File: src/rtl/qdec_cabac_ctu_sequencer.sv
// qdec_cabac_ctu_sequencer
//   Slice-level control stage downstream of the CABAC register block. On
//   cabac_start it samples the picture/CTB geometry, derives the picture size
//   in CTBs, requests context initialisation and then issues CTUs in raster
//   order to the CTU parser, one at a time. The run ends on the parser's
//   end_of_slice_segment_flag or after the last CTU, with a done pulse and a
//   status word.
//
// Ports
//   clk, rst_n     clock, synchronous active-low reset
//   cabac_start    1-cycle start pulse (ignored while busy)
//   pic_width      picture width in luma samples
//   pic_height     picture height in luma samples
//   log2_ctb_size  CtbLog2SizeY, legal 4..6
//   init_req       context-init request, held until init_done
//   init_done      1-cycle ack from the context-init block
//   ctu_start      1-cycle pulse: parse CTU at ctu_x/ctu_y
//   ctu_x, ctu_y   CTB column/row of the current CTU
//   ctu_addr       raster CTB address
//   ctu_done       1-cycle pulse: current CTU parsed
//   ctu_eos        end_of_slice_segment_flag, valid with ctu_done
//   busy           high from the cycle after cabac_start until done
//   done           1-cycle completion pulse
//   status         [0] bad geometry, [1] last CTU reached without eos
module qdec_cabac_ctu_sequencer #(
    parameter int CTB_CNT_W = 12,
    parameter int PIC_DIM_W = 16
) (
    input  logic                   clk,
    input  logic                   rst_n,
    input  logic                   cabac_start,
    input  logic [PIC_DIM_W-1:0]   pic_width,
    input  logic [PIC_DIM_W-1:0]   pic_height,
    input  logic [2:0]             log2_ctb_size,
    output logic                   init_req,
    input  logic                   init_done,
    output logic                   ctu_start,
    output logic [CTB_CNT_W-1:0]   ctu_x,
    output logic [CTB_CNT_W-1:0]   ctu_y,
    output logic [2*CTB_CNT_W-1:0] ctu_addr,
    input  logic                   ctu_done,
    input  logic                   ctu_eos,
    output logic                   busy,
    output logic                   done,
    output logic [1:0]             status
);

    typedef enum logic [2:0] {
        S_IDLE,
        S_CALC,
        S_INIT,
        S_ISSUE,
        S_WAIT,
        S_STEP,
        S_DONE
    } state_t;

    localparam logic [PIC_DIM_W:0] DIM_ONE = 1;

    state_t                 state;
    logic [PIC_DIM_W-1:0]   geo_w;
    logic [PIC_DIM_W-1:0]   geo_h;
    logic [2:0]             geo_log2;
    logic [CTB_CNT_W-1:0]   width_m1;
    logic [CTB_CNT_W-1:0]   height_m1;

    // Size-in-CTB arithmetic is one bit wider than the picture dimension so
    // that rounding up a dimension near full scale cannot wrap.
    logic [PIC_DIM_W:0]     round_add;
    logic [PIC_DIM_W:0]     w_sum;
    logic [PIC_DIM_W:0]     h_sum;
    logic [PIC_DIM_W:0]     w_ctb;
    logic [PIC_DIM_W:0]     h_ctb;
    logic [PIC_DIM_W:0]     w_m1;
    logic [PIC_DIM_W:0]     h_m1;
    logic                   geo_bad;
    logic                   last_x;
    logic                   last_y;

    always_comb begin
        round_add = (DIM_ONE << geo_log2) - DIM_ONE;
        w_sum     = {1'b0, geo_w} + round_add;
        h_sum     = {1'b0, geo_h} + round_add;
        w_ctb     = w_sum >> geo_log2;
        h_ctb     = h_sum >> geo_log2;
        w_m1      = w_ctb - DIM_ONE;
        h_m1      = h_ctb - DIM_ONE;
        // Besides the illegal CTB sizes and empty pictures, a CTB count that
        // does not fit the column/row counters is also rejected.
        geo_bad   = (geo_log2 < 3'd4) || (geo_log2 > 3'd6) ||
                    (geo_w == '0) || (geo_h == '0) ||
                    (w_m1[PIC_DIM_W:CTB_CNT_W] != '0) ||
                    (h_m1[PIC_DIM_W:CTB_CNT_W] != '0);
        last_x    = (ctu_x == width_m1);
        last_y    = (ctu_y == height_m1);
    end

    always_ff @(posedge clk) begin
        if (!rst_n) begin
            state     <= S_IDLE;
            geo_w     <= '0;
            geo_h     <= '0;
            geo_log2  <= '0;
            width_m1  <= '0;
            height_m1 <= '0;
            init_req  <= 1'b0;
            ctu_start <= 1'b0;
            ctu_x     <= '0;
            ctu_y     <= '0;
            ctu_addr  <= '0;
            busy      <= 1'b0;
            done      <= 1'b0;
            status    <= '0;
        end else begin
            case (state)
                S_IDLE: begin
                    if (cabac_start) begin
                        geo_w    <= pic_width;
                        geo_h    <= pic_height;
                        geo_log2 <= log2_ctb_size;
                        status   <= '0;
                        busy     <= 1'b1;
                        state    <= S_CALC;
                    end
                end
                S_CALC: begin
                    if (geo_bad) begin
                        status[0] <= 1'b1;
                        done      <= 1'b1;
                        state     <= S_DONE;
                    end else begin
                        width_m1  <= w_m1[CTB_CNT_W-1:0];
                        height_m1 <= h_m1[CTB_CNT_W-1:0];
                        ctu_x     <= '0;
                        ctu_y     <= '0;
                        ctu_addr  <= '0;
                        init_req  <= 1'b1;
                        state     <= S_INIT;
                    end
                end
                S_INIT: begin
                    // First CTU is issued straight off the init ack.
                    if (init_done) begin
                        init_req  <= 1'b0;
                        ctu_start <= 1'b1;
                        state     <= S_ISSUE;
                    end
                end
                S_ISSUE: begin
                    ctu_start <= 1'b0;
                    state     <= S_WAIT;
                end
                S_WAIT: begin
                    if (ctu_done) begin
                        if (ctu_eos) begin
                            done  <= 1'b1;
                            state <= S_DONE;
                        end else if (last_x && last_y) begin
                            status[1] <= 1'b1;
                            done      <= 1'b1;
                            state     <= S_DONE;
                        end else begin
                            if (last_x) begin
                                ctu_x <= '0;
                                ctu_y <= ctu_y + 1'b1;
                            end else begin
                                ctu_x <= ctu_x + 1'b1;
                            end
                            ctu_addr <= ctu_addr + 1'b1;
                            state    <= S_STEP;
                        end
                    end
                end
                S_STEP: begin
                    // Coordinates advanced last cycle; ctu_start follows one
                    // cycle later so they are settled when it is seen.
                    ctu_start <= 1'b1;
                    state     <= S_ISSUE;
                end
                S_DONE: begin
                    done  <= 1'b0;
                    busy  <= 1'b0;
                    state <= S_IDLE;
                end
                default: begin
                    state <= S_IDLE;
                end
            endcase
        end
    end

endmodule
File: config.mk
export PLATFORM = sky130hd
export DESIGN_NAME = qdec_cabac_ctu_sequencer
export DESIGN_NICKNAME = d
export VERILOG_FILES = /design/src/rtl/qdec_cabac_ctu_sequencer.sv
export SDC_FILE = /design/constraint.sdc
export NUM_CORES = 1
export LEC_CHECK = 0
export ABC_CLOCK_PERIOD_IN_PS = 5500
export BUFFER_PORTS_ARGS = -buffer_cell sky130_fd_sc_hd__buf_2
export CAP_MARGIN = 20
export CORE_UTILIZATION = 45
export CTS_CLUSTER_DIAMETER = 60
export CTS_CLUSTER_SIZE = 28
export DETAILED_ROUTE_END_ITERATION = 8
export PLACE_DENSITY = 0.66
export SLEW_MARGIN = 20
export SYNTH_ARGS = -nofsm -noshare
export SYNTH_HDL_FRONTEND = slang
export SYNTH_SLANG_ARGS = --single-unit
File: constraint.sdc
create_clock -name clk -period 5.5 [get_ports clk]
set_input_delay 0.275 -clock clk [delete_from_list [all_inputs] [get_ports clk]]
set_output_delay 0.275 -clock clk [all_outputs]
set_load 0.01 [all_outputs]
## Yosys cells after proc, flatten, opt, wreduce, memory -nomap -nowiden

Cells that the tools add are included.

| cells by class | value |
|---|---|
| reductions and logical operators | 29 |
| shift operators | 3 |
| mux-type cells | 40 |
| bitwise operators | 1 |
| order comparisons | 2 |
| $add $sub $neg | 8 |
| equality and inequality tests | 18 |

Operator list:

| operator | count |
|---|---|
| 12-bit two-way mux | 9 |
| 24-bit two-way mux | 4 |
| 17-bit by 1-bit subtractor with 17-bit output (second input constant) | 3 |
| 12-bit case mux with 2 select lines | 2 |
| 24-bit case mux with 2 select lines | 1 |
| 16-bit by 17-bit adder with 17-bit output | 2 |
| 17-bit by 3-bit >> shifter with 17-bit output | 2 |
| 16-bit zero test | 2 |
| 12-bit by 1-bit adder with 12-bit output (second input constant) | 2 |
| 24-bit by 1-bit adder with 24-bit output (second input constant) | 1 |
| 12-bit equality test | 2 |
| 2-bit != test (second input constant) | 9 |
| 3-bit case mux with 6 select lines | 1 |
| 1-bit by 3-bit << shifter with 17-bit output (first input constant) | 1 |
| 3-bit two-way mux | 4 |
| 1-bit two-way mux | 10 |
| 5-bit AND reduction | 2 |
| 2-bit nonzero test | 5 |
| 5-bit nonzero test | 2 |
| 3-bit equality test (second input constant) | 3 |
| 3-bit AND reduction | 3 |
| 1-bit case mux with 2 select lines | 4 |
| 2-bit AND reduction | 4 |
| 3-bit by 2-bit equality test with 1-bit output (second input constant) | 2 |
| 13 further kinds | 21 |

| word-level totals | value |
|---|---|
| flip-flop bits (word level) | 116 |
| word-level logic and storage cells | 116 |
| output and inout port bits | 54 |
| bits of input ports | 41 |

## Depth between registers and ports, before layout

| depth | value |
|---|---|
| depth after elaboration | 10 |
| gate-level depth with buffers | 27 |
| depth with buffers taken out | 21 |

## Least setup slack after synthesis

Ideal clock, no wire load.

| timing path | value |
|---|---|
| path kind | register to register |
| start point | reg geo_log2[1] |
| end point | reg ctu_addr[15] |
| stages on the path, launching flop included | 24 |
| period minus slack after synthesis | 6.015 ns |
| buffers on the path | 7 |
| required time | 5.368 ns |
| slack | -0.515 ns |
| arrival | 5.883 ns |
| library setup time | 0.132 ns |
| cell sequence | dfxtp_1 clkbuf_1 buf_1 clkbuf_1 buf_1 nor2_1 nor2_1 ha_1 o211a_1 a221o_2 a221oi_4 mux2_2 nor3_1 o221a_2 o2111ai_1 nor4b_1 o21ai_1 a2111oi_4 a31oi_1 buf_2 buf_2 buf_2 o31ai_1 a21oi_1 |

| on the way | value |
|---|---|
| longest elaborated chain between the ends | 10 |
| elaborated cells on any way between the ends | 19 |
| those cells by class | add/sub: 5; order compare: 2; eq/ne: 1; shift: 3; reduce/logical: 8 |

RTL lines:

| item | RTL line | text |
|---|---|---|
| start: declaration | 63 | `logic [2:0] geo_log2;` |
| start signal: assignment | 120 | `geo_log2 <= log2_ctb_size;` |
| 1-bit by 3-bit << shifter with 17-bit output | 81 | `round_add = (DIM_ONE << geo_log2) - DIM_ONE;` |
| 17-bit by 1-bit subtractor with 17-bit output | 81 |  |
| 16-bit by 17-bit adder with 17-bit output | 82 | `w_sum = {1'b0, geo_w} + round_add;` |
| 17-bit by 3-bit >> shifter with 17-bit output | 84 | `w_ctb = w_sum >> geo_log2;` |
| 17-bit by 1-bit subtractor with 17-bit output | 86 | `w_m1 = w_ctb - DIM_ONE;` |
| 5-bit nonzero test | 92 | `(w_m1[PIC_DIM_W:CTB_CNT_W] != '0) \|\|` |
| 1-bit logical OR | 91 | `(geo_w == '0) \|\| (geo_h == '0) \|\|` |
| 1-bit logical OR * | 92 |  |
| 2-bit != test (no line) * | - |  |
| 5-bit AND reduction (no line) * | - |  |
| end signal: assignment | 169 | `ctu_addr <= ctu_addr + 1'b1;` |
| end: declaration | 40 | `output logic [2*CTB_CNT_W-1:0] ctu_addr,` |

Every way passes the cells marked *; elsewhere a longest branch is shown, timed or not.
A chain may end at the register's enable or synchronous reset.

## Final worst setup path

| timing path | value |
|---|---|
| start point | reg geo_log2[2] |
| end point | reg ctu_addr[11] |

Same word-level chain as after synthesis.

==> metrics.cfg <==
[run_status]
status=finished clean

[yosys]
synth_top_cell_area_share_pct=23.6
avgSynthCellArea_sq_um=7.34
yosysTopAreaCell=dfxtp_1
synth-edff-count=0
synth.most_common_cell=nand2_1
async_flop_share_pct=0
synth-seq-area-share_pct=23.6
syn_area_sq_mm=0.00983
synthCells=1338
synthDistinctLibCells=85
synth_area_leaders=dfxtp_1, a21oi_1, nand2_1
ys.flop_type=dfxtp_1
synthTopCellsByCount=nand2_1, a21oi_1, dfxtp_1, nor2_1, o21ai_0
ys_warn_count=0
ys_ff_latch=116

[die]
start_util_pct=46.3
die_x_um=150
die_area_sq_mm=0.0224
die_h_um=150
rows=53
coreArea_sq_mm=0.0212
io_pins=95

[global_routing]
grt_use_met1_pct=37.1
grt_busiest_layer=met2
grt_usage_pct=27.9
grt_pass1_wl_mm=50.1
grt_max_degree=63
antenna_found_initial=1
grt_pass1_vias=9736
gr-usage-met3_pct=4.33
overflow=0
met2_usage_pct=45.0

[layout]
drive_above_1_share_pct=24.1
finalNonFillerCells=1793
fin_nets=1585
area.growth.synth_to_final_pct=27.6

[pwr]
p_leak_uw=0.00516
seqPwrFrac_pct=18.6
peakVddDrop_uv=262
p_total_uw=5580
p_int_uw=3050
p_clk_share_pct=21.5
p_per_area_mw_per_mm2=445
power_switching_share_pct=45.4
combPwrFrac_pct=59.9
switching_power_uw=2530

[sta]
finalClockSkew_ps=14.1
layout_min_cycle_time_ps=5360
fmax_ghz=0.186
worstMarginPinSlew_ps=782
hold_viol_final=0
drv_slew=0
setup_ws_ps=135
setup_violations=0
slew_headroom_pct=47.7
post-route-period-util_pct=97.5

[drt]
vias=10900
via_per_inst=6.10
drc=0
wl_mm=32.5
post_drt_wl_per_cell_um=18.1
drt_first_pass_iters=7
dr.first_iter.drc_count=922
antenna_left=0

[worst_hold_path]
min_from=pic_height[15]
whs_endpoint=geo_h[15]
min_path_type=in2reg
hold_depth=3

[worst_setup_path]
worstReg2RegEnd=ctu_addr[11]
crit_path_end_kind=register
crit_path_start_kind=register
r2r_start=geo_log2[2]
ff2ff_setup_slack_ps=140
reg2reg_depth=21
crit_required_ps=5850
cp_max_fo=5
crit_arrival_ps=5720
critical_path_class=reg2reg

[place]
pre_cts_ws_ps=7.83
finalWeightedCongestion=0.960
dp.final_hpwl_mm=23.4
dpl.cell_count=1742
io_buffers=94

[clock_tree]
clk_pin_slew_worst_paths_ps=60
clock_sinks=116
clk_latency_ps=430
ctsRootBufferMaster=clkbuf_16
cts_tree=done
htree_levels=4
cts_buffer_depth=2
cts_buffers=17
hold_buffers=0

[run]
maxCapViolCount=0

worst max-delay path, cell delays in order (launching register included):
cell       delay (ps)
dfxtp_2           330
inv_2              50
buf_6             130
nor2_1            220
ha_1              300
buf_4             170
a221o_2           450
buf_4             160
a31oi_4           230
o21ai_0           190
o31ai_2           410
ha_1              270
inv_1              70
nor4_2            280
nand4_1           180
xnor2_2           200
nor4_4            390
buf_4             190
a31oi_4           170
clkbuf_16         260
or4_4             480
a21oi_1           140
placed cells by master (no fill, tap or decap), types with 14 or more instances in the layout:
| cell type | instances |
|---|---|
| conb_1 | 14 |
| inv_1 | 29 |
| and3_1 | 18 |
| a21o_1 | 17 |
| nand3_1 | 36 |
| or4_1 | 20 |
| a211oi_1 | 14 |
| buf_4 | 107 |
| o31ai_1 | 29 |
| o21ai_0 | 66 |
| dfxtp_1 | 113 |
| xnor2_1 | 30 |
| nand2_1 | 171 |
| or3_1 | 16 |
| xor2_1 | 26 |
| a31oi_1 | 17 |
| buf_2 | 94 |
| a21oi_2 | 14 |
| mux2i_1 | 38 |
| a21oi_1 | 119 |
| clkbuf_16 | 21 |
| nor3_1 | 36 |
| nand4_1 | 30 |
| nor2_1 | 112 |
| ha_1 | 33 |
| nor4_1 | 19 |
area by class of cell:
type                            count  area (sq um)
Inverter                           33           126
Sequential cell                   116          2330
Multi-Input combinational cell   1122          7600
Tap cell                          275           344
Clock inverter                     15           195
Fill cell                        1943          8680
Timing Repair Buffer              214          1510
Antenna cell                        1          2.50
Clock buffer                       17           425
cell families after synthesis:
| group | synth area share, % |
|---|---|
| AND/OR/NAND/NOR | 27.2 |
| XOR/XNOR | 5.17 |
| multiplexers | 5.90 |
| adder cells (fa/ha/maj) | 5.25 |
| flip-flops | 23.6 |
| AO/OA/AOI/OAI | 28.4 |
| other | 0.0382 |
| buffers and inverters | 4.48 |
worst max-delay path by stage:
stage                     start            to  depth (start not counted)
global route        geo_log2[1]  ctu_addr[11]                         26
floorplan           geo_log2[1]  ctu_addr[15]                         23
CTS                 geo_log2[1]   ctu_addr[6]                         22
detailed placement  geo_log2[2]   ctu_addr[6]                         26
finish              geo_log2[2]  ctu_addr[11]                         21
global placement    geo_log2[2]  ctu_addr[22]                         23
state kept, by name, summed over array words and instances, names as in the netlist:
| name | count |
|---|---|
| busy | 1 |
| ctu_addr | 24 |
| ctu_start | 1 |
| ctu_x | 12 |
| ctu_y | 12 |
| done | 1 |
| geo_h | 16 |
| geo_log2 | 3 |
| geo_w | 16 |
| height_m1 | 12 |
| init_req | 1 |
| state | 3 |
| status | 2 |
| width_m1 | 12 |
metal layers:
layer | wire (um) | share of wire (%)
met5 | 0 | 0
met4 | 922 | 2.8
met3 | 1950 | 6.0
met2 | 15300 | 47
met1 | 14300 | 44
power groups by stage:
stage          clock network, uW  logic (uW)  registers [uW]
2_1_floorplan                  0        1990            1010
3_3_place_gp                   0        2980            1040
3_5_place_dp                   0        2990            1050
4_1_cts                     1220        3020            1030
5_1_grt                     1250        3600            1050
6_report                    1200        3340            1040
repair_timing:
| item | CTS | global route |
|---|---|---|
| endpoints found under the setup margin | 14 | 73 |
| pin swaps | 0 | 38 |
| setup buffers | 0 | 13 |
| resized for setup | 1 | 109 |
| cloned | 0 | 5 |
stage by stage:
stage	hold slack (ps)	cell area, sq um	TNS [ps]	utilization (%)
finish	79.5	12500	0	59.1
global route	73.7	12500	-976	59.1
CTS	61.2	11900	0	55.8
detailed placement	464	11200	0	52.9
global placement	460	11200	0	52.9
floorplan	411	9910	0	-
Note: power is estimated with default switching activity, not from simulation.
